$ cat src/rtl/ccff_loader_pkg.sv
// Shared types and helpers for the configuration-chain loader.
package ccff_loader_pkg;

  typedef enum logic [1:0] {
    IDLE  = 2'd0,
    SHIFT = 2'd1,
    FLUSH = 2'd2,
    DONE  = 2'd3
  } state_e;

  // Width of a counter that must hold values 0..n inclusive.
  function automatic int cnt_width(input int n);
    return $clog2(n + 1);
  endfunction

endpackage

$ cat src/rtl/ccff_rb_packer.sv
// Readback packer: collects chain tail bits into words, LSB first.
// A word is emitted when full, or when flush_i is high and a partial word
// is pending; the bit captured on that same edge is included.
module ccff_rb_packer
  import ccff_loader_pkg::*;
#(
  parameter int WORD_W = 8
) (
  input  logic              clk_i,
  input  logic              rst_i,
  input  logic              cap_en_i,
  input  logic              tail_i,
  input  logic              flush_i,
  output logic [WORD_W-1:0] rb_data_o,
  output logic              rb_valid_o
);

  localparam int RB_CNT_W = cnt_width(WORD_W);

  logic [WORD_W-1:0]   rb_sr_q, rb_sr_d;
  logic [RB_CNT_W-1:0] rb_cnt_q, rb_cnt_d;
  logic [WORD_W-1:0]   rb_data_q;
  logic                rb_valid_q;
  logic                emit;

  // Merge the captured tail bit and decide whether a word leaves this edge.
  always_comb begin
    rb_sr_d  = rb_sr_q | (WORD_W'(tail_i & cap_en_i) << rb_cnt_q);
    rb_cnt_d = rb_cnt_q + RB_CNT_W'(cap_en_i);
    emit     = (rb_cnt_d == RB_CNT_W'(WORD_W)) || (flush_i && (rb_cnt_d != '0));
  end

  // Capture register, word output and one-cycle valid pulse.
  always_ff @(posedge clk_i) begin
    if (rst_i) begin
      rb_sr_q    <= '0;
      rb_cnt_q   <= '0;
      rb_data_q  <= '0;
      rb_valid_q <= 1'b0;
    end else begin
      rb_valid_q <= emit;
      if (emit) begin
        rb_data_q <= rb_sr_d;
        rb_sr_q   <= '0;
        rb_cnt_q  <= '0;
      end else begin
        rb_sr_q  <= rb_sr_d;
        rb_cnt_q <= rb_cnt_d;
      end
    end
  end

  assign rb_data_o  = rb_data_q;
  assign rb_valid_o = rb_valid_q;

endmodule

$ cat src/rtl/ccff_chain_loader.sv
// Configuration-chain driver: serializes host words onto ccff_head with a
// registered clock enable for the external ICG, and repacks the old chain
// contents from ccff_tail into readback words.
//
// state | meaning
// IDLE  | waiting for start
// SHIFT | accepting words and shifting bits until bits_left reaches 0
// FLUSH | last tail bit captured; partial readback word emitted
// DONE  | done pulse; busy drops on leaving
module ccff_chain_loader
  import ccff_loader_pkg::*;
#(
  parameter int WORD_W    = 8,
  parameter int CHAIN_LEN = 4
) (
  input  logic              prog_clk,
  input  logic              pReset,
  input  logic              start,
  output logic              busy,
  output logic              done,
  input  logic [WORD_W-1:0] bs_data,
  input  logic              bs_valid,
  output logic              bs_ready,
  output logic              ccff_head,
  output logic              ccff_clk_en,
  input  logic              ccff_tail,
  output logic [WORD_W-1:0] rb_data,
  output logic              rb_valid
);

  localparam int CNT_W = cnt_width(CHAIN_LEN);
  localparam int SR_W  = cnt_width(WORD_W);

  state_e            state_q, state_d;
  logic [CNT_W-1:0]  bits_left_q, bits_left_d;
  logic [CNT_W-1:0]  req_left_q, req_left_d;
  logic [WORD_W-1:0] hold_q, hold_d;
  logic              hold_full_q, hold_full_d;
  logic [WORD_W-1:0] sr_q, sr_d;
  logic [SR_W-1:0]   sr_cnt_q, sr_cnt_d;
  logic              head_q, head_d;
  logic              clk_en_q, clk_en_d;
  logic              accept, shift_en, flush;

  // req_left counts bits not yet covered by accepted words, so the host is
  // refused once the chain length has been requested.
  assign bs_ready = (state_q != IDLE) && !hold_full_q && (req_left_q != '0);
  assign accept   = bs_valid && bs_ready;
  assign shift_en = (state_q == SHIFT) && (sr_cnt_q != '0) && (bits_left_q != '0);
  assign flush    = (state_q == SHIFT) && (bits_left_q == '0);

  // Next-state logic.
  always_comb begin
    state_d = state_q;
    case (state_q)
      IDLE:    if (start) state_d = SHIFT;
      SHIFT:   if (bits_left_q == '0) state_d = FLUSH;
      FLUSH:   state_d = DONE;
      DONE:    state_d = IDLE;
      default: state_d = IDLE;
    endcase
  end

  // State register.
  always_ff @(posedge prog_clk) begin
    if (pReset) state_q <= IDLE;
    else        state_q <= state_d;
  end

  // Datapath next values: load setup, host transfer, shift and refill.
  always_comb begin
    bits_left_d = bits_left_q;
    req_left_d  = req_left_q;
    hold_d      = hold_q;
    hold_full_d = hold_full_q;
    sr_d        = sr_q;
    sr_cnt_d    = sr_cnt_q;
    head_d      = head_q;
    clk_en_d    = 1'b0;

    if (state_q == IDLE && start) begin
      bits_left_d = CNT_W'(CHAIN_LEN);
      req_left_d  = CNT_W'(CHAIN_LEN);
      hold_d      = '0;
      hold_full_d = 1'b0;
      sr_d        = '0;
      sr_cnt_d    = '0;
    end

    if (shift_en) begin
      head_d      = sr_q[0];
      clk_en_d    = 1'b1;
      sr_d        = sr_q >> 1;
      sr_cnt_d    = sr_cnt_q - SR_W'(1);
      bits_left_d = bits_left_q - CNT_W'(1);
    end

    // Refill on the edge the shift register runs dry, keeping 1 bit/cycle.
    if ((state_q == SHIFT) && hold_full_q &&
        ((sr_cnt_q == '0) || (shift_en && (sr_cnt_q == SR_W'(1))))) begin
      sr_d        = hold_q;
      sr_cnt_d    = SR_W'(WORD_W);
      hold_full_d = 1'b0;
    end

    if (accept) begin
      hold_d      = bs_data;
      hold_full_d = 1'b1;
      if (int'(req_left_q) > WORD_W) req_left_d = req_left_q - CNT_W'(WORD_W);
      else                           req_left_d = '0;
    end
  end

  // Datapath registers.
  always_ff @(posedge prog_clk) begin
    if (pReset) begin
      bits_left_q <= '0;
      req_left_q  <= '0;
      hold_q      <= '0;
      hold_full_q <= 1'b0;
      sr_q        <= '0;
      sr_cnt_q    <= '0;
      head_q      <= 1'b0;
      clk_en_q    <= 1'b0;
    end else begin
      bits_left_q <= bits_left_d;
      req_left_q  <= req_left_d;
      hold_q      <= hold_d;
      hold_full_q <= hold_full_d;
      sr_q        <= sr_d;
      sr_cnt_q    <= sr_cnt_d;
      head_q      <= head_d;
      clk_en_q    <= clk_en_d;
    end
  end

  assign busy        = (state_q != IDLE);
  assign done        = (state_q == DONE);
  assign ccff_head   = head_q;
  assign ccff_clk_en = clk_en_q;

  ccff_rb_packer #(.WORD_W(WORD_W)) u_rb_packer (
    .clk_i      (prog_clk),
    .rst_i      (pReset),
    .cap_en_i   (clk_en_q),
    .tail_i     (ccff_tail),
    .flush_i    (flush),
    .rb_data_o  (rb_data),
    .rb_valid_o (rb_valid)
  );

endmodule

$ cat config.mk
export PLATFORM = sky130hd
export DESIGN_NAME = ccff_chain_loader
export DESIGN_NICKNAME = d
export VERILOG_FILES = /design/src/rtl/ccff_loader_pkg.sv /design/src/rtl/ccff_rb_packer.sv /design/src/rtl/ccff_chain_loader.sv
export SDC_FILE = /design/constraint.sdc
export NUM_CORES = 1
export LEC_CHECK = 0
export ABC_AREA = 1
export ABC_CLOCK_PERIOD_IN_PS = 2900
export CAP_MARGIN = 10
export CORE_MARGIN = 2
export CORE_UTILIZATION = 50
export DETAILED_ROUTE_END_ITERATION = 16
export DONT_BUFFER_PORTS = 1
export GPL_ROUTABILITY_DRIVEN = 1
export SYNTH_ARGS = -nofsm -noshare
export SYNTH_HDL_FRONTEND = slang
export SYNTH_SLANG_ARGS = --single-unit
$ cat constraint.sdc
create_clock -name prog_clk -period 2.9 [get_ports prog_clk]
set_clock_uncertainty 0.1 [all_clocks]
set_input_delay 0.29 -clock prog_clk [delete_from_list [all_inputs] [get_ports prog_clk]]
set_output_delay 0.29 -clock prog_clk [all_outputs]
set_load 0.02 [all_outputs]
# Yosys cells after proc, flatten, opt, wreduce, memory -nomap -nowiden
# Cells that the tools add are included.
[totals] ramBits=0 word_cells=72 memories=0 regBits=50 mem_bits_ro=0 out_inout_bits=14 latch_bits=0
[op_classes] n_lt_le_gt_ge=0 shifts=1 eq_ne=7 add_sub_neg=3 n_reduce_logical=29 n_mul=0 div=0 mux=16 n_bitwise=2
[ops] op="two-way mux 8 bit" n=4
[ops] op="two-way mux 4 bit" n=3
[ops] op="logical AND 1 bit" n=11
[ops] op="nonzero test 3 bit" n=3
[ops] op="OR 8 bit" n=1
[ops] op="case mux 2 bit (4 select lines)" n=1
[ops] op="nonzero test 4 bit" n=2
[ops] op="<< shifter 8 x 4 -> 8 bit" n=1
[ops] op="two-way mux 3 bit" n=2
[ops] op="nonzero test 2 bit" n=3
[ops] op="OR reduction 2 bit" n=3
[ops] op="adder 4 x 1 -> 4 bit" n=1
[ops] op="== test 2 bit (second input constant)" n=2
[ops] op="== test 4 x 1 -> 1 bit (second input constant)" n=1
[ops] op="== test 4 bit (second input constant)" n=1
[ops] op="zero test 4 bit" n=1
[ops] op="two-way mux 1 bit" n=4
[ops] op="two-way mux 2 bit" n=2
[ops] op="subtractor 4 x 1 -> 4 bit (second input constant)" n=1
[ops] op="zero test 3 bit" n=1
[ops] op="subtractor 3 x 1 -> 3 bit (second input constant)" n=1
[ops] op="== test 2 x 1 -> 1 bit (second input constant)" n=1
[ops] op="zero test 2 bit" n=1
[ops] op="logical OR 1 bit" n=2
[ops] op="other kinds (5)" n=5

# Depth between registers and ports, before layout
[logic_depth] ltp_word=8 mapped_depth=11

# Modules after synthesis
# From an unflattened synthesis, not the netlist that was laid out.
[unflattened] hier_cells=321 area_unflattened_um2=2487.4
[by_module_without_submodules] module="ccff_chain_loader" area_each_um2=1584.0 cells_each=195 instances=1
[by_module_without_submodules] module="ccff_rb_packer" area_each_um2=903.4 cells_each=126 instances=1

# Least setup slack after synthesis
# No wires, ideal clock.
[synth_timing] path_kind="register to register" start="register state_q[0]" end="register hold_full_q" stages_incl_launch_ff=9 setup_time_ps=132 setup_slack_ps=875 required_ps=2668 arrival_time_ps=1793 cell_sequence="dfxtp_1 > inv_1 > ha_1 > nor3_1 > nand2_1 > nand2_1 > clkinv_1 > nand3_1 > a21oi_1"
[synth_lines] item="start, declared" line="ccff_chain_loader.sv:34" text="state_e state_q, state_d;"
[synth_lines] item="start signal, assigned" line="ccff_chain_loader.sv:67" text="else state_q <= state_d;"
[synth_lines] item="nonzero test 2 bit (*)" line="ccff_chain_loader.sv:47" text="assign bs_ready = (state_q != IDLE) && !hold_full_q && (req_left_q != '0);"
[synth_lines] item="logical AND 1 bit (*) (2 in series)" line="ccff_chain_loader.sv:47"
[synth_lines] item="net bs_ready" line="ccff_chain_loader.sv:23" text="output logic bs_ready,"
[synth_lines] item="logical AND 1 bit (*)" line="ccff_chain_loader.sv:48" text="assign accept = bs_valid && bs_ready;"
[synth_lines] item="nonzero test 3 bit (no line) / two-way mux 1 bit (equally long branches)"
[synth_lines] item="end signal, assigned" line="ccff_chain_loader.sv:129" text="hold_full_q <= hold_full_d;"
[synth_lines] item="end, declared" line="ccff_chain_loader.sv:38" text="logic hold_full_q, hold_full_d;"
# The timed path passes the listed nets; every way through them passes the cells marked *.
# A chain may end at the register's enable or synchronous reset.

# Final worst setup path
[layout_timing] start="register clk_en_q (netlist: ccff_clk_en)" end="register u_rb_packer.rb_sr_q[7]"
[layout_between] elab_chain_len=5
[layout_rtl] item="start, declared" line="ccff_chain_loader.sv:42" text="logic clk_en_q, clk_en_d;"
[layout_rtl] item="start signal, assigned" line="ccff_chain_loader.sv:133" text="clk_en_q <= clk_en_d;"
[layout_rtl] item="adder 4 x 1 -> 4 bit (*)" line="ccff_rb_packer.sv:29" text="rb_cnt_d = rb_cnt_q + RB_CNT_W'(cap_en_i);"
[layout_rtl] item="net u_rb_packer.rb_cnt_d[1]" line="ccff_rb_packer.sv:21" text="logic [RB_CNT_W-1:0] rb_cnt_q, rb_cnt_d;"
[layout_rtl] item="nonzero test 4 bit" line="ccff_rb_packer.sv:30" text="emit = (rb_cnt_d == RB_CNT_W'(WORD_W)) || (flush_i && (rb_cnt_d != '0));"
[layout_rtl] item="logical AND 1 bit" line="ccff_rb_packer.sv:30"
[layout_rtl] item="logical OR 1 bit (*)" line="ccff_rb_packer.sv:30"
[layout_rtl] item="OR reduction 2 bit (no line) (*)"
[layout_rtl] item="end signal, assigned" line="ccff_rb_packer.sv:47" text="rb_sr_q <= rb_sr_d;"
[layout_rtl] item="end, declared" line="ccff_rb_packer.sv:20" text="logic [WORD_W-1:0] rb_sr_q, rb_sr_d;"
# Marked as above.

==> impl_metrics.json <==
{
  "synth_top_area_share_pct": 42.94,
  "required_ps": 3050,
  "finalHoldViolCount": 0,
  "rr_worst_depth": 9,
  "fmax_ghz": 0.4910,
  "drive_gt1_share_pct": 11.30,
  "hold_path_startpoint": "bs_data[6]",
  "synthesis.nets": 324,
  "grt_max_degree": 27,
  "die_w_um": 72.28,
  "grt_first_pass_wirelength_um": 7569,
  "whs_ps": 21.53,
  "antenna_found_initial": 0,
  "cts_buffers": 5,
  "detail-route-antenna-nets": 0,
  "hpwl_um": 3233,
  "start_util_pct": 52.81,
  "io_pins": 27,
  "yosys-top-cells-count": "nand2_1 (75), dfxtp_1 (50), inv_1 (38), nand3_1 (29), a21oi_1 (24)",
  "crit_type": "reg -> reg",
  "peakVddDrop_mv": 0.4475,
  "r2r-end": "u_rb_packer.rb_sr_q[7]$_SDFF_PP0_",
  "cts.reportedPaths.clkPinSlew_ps": 90,
  "h-tree-depth": 2,
  "setup_tns_ps": 0,
  "fin_crit_sh_pct": 70.23,
  "netlist_area_um2": 2331,
  "worst-path-max-fanout": 12,
  "r2r_start": "ccff_clk_en$_SDFF_PP0_",
  "drt-total-wl_um": 4424,
  "vias_per_cell": 5.025,
  "power_density_nw_per_um2": 601.9,
  "multi_input_area_um2": 1106,
  "async_reset_ff_share_pct": 0,
  "coreArea_um2": 4414,
  "seq_area_um2": 1001,
  "post_drt_wl_per_cell_um": 12.53,
  "fillers": 446,
  "root_buffer": "clkbuf_8",
  "worst_pin_slew_ps": 1066,
  "synth_top_cell_by_area": "dfxtp_1",
  "holdPathEnd": "hold_q[6]$_SDFFE_PP0P_",
  "syn_inst": 299,
  "post-place-ws_ps": 872.4,
  "cts_tree": "done",
  "io_buffers": 0,
  "power.leakage_nw": 0.9986,
  "avgSynthCellArea_um2": 7.796,
  "setup_viol": 0,
  "ys_seq_area_share_pct": 42.94,
  "period_needed_ps": 2037,
  "rsz0062_at_grt": "false",
  "cts.sinks": 50,
  "hold_path_class": "in -> reg",
  "firstDrtPassIters": 4,
  "grt_pass1_vias": 1741,
  "outcome": "finished clean",
  "slew_headroom_pct": 28.69,
  "yosys_warnings": 0,
  "cp-end-kind": "flip-flop",
  "drc": 0,
  "nNetsFinal": 325,
  "cp_data_arrival_time_ps": 2190,
  "routed-via-count": 1774,
  "clk_latency_ps": 310,
  "r2r_slack_ps": 860,
  "synth_cell_types": 35,
  "synthFlopType": "dfxtp_1",
  "grt_util_all_layers_pct": 18.77,
  "syn2layout_area_growth_pct": 5.958,
  "drv_slew": 0,
  "drt_iter0_drc": 78,
  "synth_edf_count": 0,
  "final_cell_area_um2": 2470,
  "post_cts_buffers": 0,
  "clockBufferDepth": 2,
  "synth_seq_cells": 50,
  "synthTopCellsByArea": "dfxtp_1 (43%), nand2_1 (12%), ha_1 (6.4%)",
  "place.gp.congestion": 0.7866,
  "dieHeight_um": 72.28,
  "fin_ws_ps": 863.3,
  "cp-start-kind": "flip-flop",
  "rows": 24,
  "maxCapViolCount": 0,
  "placedInstanceArea_um2": 2346,
  "n_antenna_cell": 0,
  "hold-path-cell-count": 2,
  "grt-ovfl-total": 0,
  "dieArea_um2": 5224,
  "synth.most_common_cell": "nand2_1"
}
[cell usage in the layout, fill, tap and decap left out, types with 2 or more instances in the layout]
master / count
nor3b_2: 3
nor3_1: 2
dfxtp_1: 50
nand2_4: 3
nor2_2: 8
nand2_2: 3
clkbuf_8: 5
clkinvlp_4: 2
clkinv_1: 3
o21ai_0: 6
a211oi_1: 3
ha_1: 12
a21oi_1: 24
nor2_1: 11
xor2_1: 3
nand2_1: 75
o21bai_1: 4
inv_1: 38
nand3_1: 29
[metal layers]
metal / vias to the layer above / global-route usage (%) / wire (um)
met1: 790 / 21.50 / 1995
met4: 0 / 6.709 / 52
met5: - / 0 / 0
met3: 6 / 5.417 / 171
met2: 29 / 33.13 / 2204
li1: 949 / - / -
[what timing repair did]
| item | in CTS | in global routing |
|---|---|---|
| endpoints found under the setup margin | 0 | 0 |
| hold endpoints to repair | 26 | 0 |
| hold buffers | 1 | 0 |
| resized for setup | 0 | 0 |
[critical path, stage by stage (launching register included)]
cell and delay, ps:
dfxtp_1 520, ha_1 230, ha_1 230, inv_1 80, nand2_1 80, o21ai_2 200
nand2_4 150, nor2_8 200, inv_6 80, nor2_2 80
[worst max-delay path by stage]
| stage | startpoint | endpoint | slack (ps) | cells after the start |
|---|---|---|---|---|
| global placement | ccff_clk_en$_SDFF_PP0_ | u_rb_packer.rb_sr_q[4]$_SDFF_PP0_ | 910 | 9 |
| global route | ccff_clk_en$_SDFF_PP0_ | u_rb_packer.rb_data_o[6]$_SDFFE_PP0P_ | 720 | 9 |
| CTS | ccff_clk_en$_SDFF_PP0_ | u_rb_packer.rb_sr_q[4]$_SDFF_PP0_ | 860 | 9 |
| detailed placement | ccff_clk_en$_SDFF_PP0_ | u_rb_packer.rb_sr_q[4]$_SDFF_PP0_ | 870 | 9 |
| floorplan | state_q[0]$_SDFFE_PP0P_ | hold_full_q$_SDFFE_PP0P_ | 870 | 8 |
| finish | ccff_clk_en$_SDFF_PP0_ | u_rb_packer.rb_sr_q[7]$_SDFF_PP0_ | 860 | 9 |
[logic make-up (layout without fill, tap and decap cells)]
family / Yosys count / count (layout) / share of synthesized area, %
flops: 50 / 50 / 42.94
xor+xnor: 4 / 4 / 1.503
simple gates: 140 / 140 / 29.15
buf+inv: 51 / 53 / 9.608
compound gates: 42 / 42 / 10.36
fa+ha+maj: 12 / 12 / 6.441
[where the power goes]
group          leakage (nW)  internal [mW]  switching [mW]
Sequential            0.404          0.719          0.0210
Combinational         0.544         0.0731           0.179
Clock                0.0504          0.257           0.237
[final cells by class]
class                      instances  share of cell area, %
multi-input combinational        198                  44.78
tap                               52                  2.634
sequential                        50                  40.53
timing repair buffer               2                 0.7092
inverter                          43                  6.738
clock inverter                     3                  1.824
clock buffer                       5                  2.786
[registers in the layout, indices dropped and copies added, names as in the netlist]
register and count:
bits_left_q 3, ccff_clk_en 1, ccff_head 1, hold_full_q 1, hold_q 8, req_left_q 1
sr_cnt_q 4, sr_q 8, state_q 2, u_rb_packer.rb_cnt_q 4, u_rb_packer.rb_data_o 8, u_rb_packer.rb_sr_q 8
u_rb_packer.rb_valid_o 1
[metrics by stage]
step	util (%)	instances	total power [mW]
finish	55.95	353	1.487
detailed placement	53.15	344	1.006
global placement	53.15	344	1.003
floorplan	-	299	0.9649
CTS	55.95	353	1.507
global route	55.95	353	1.570
Power figures use the tool's default switching activity.
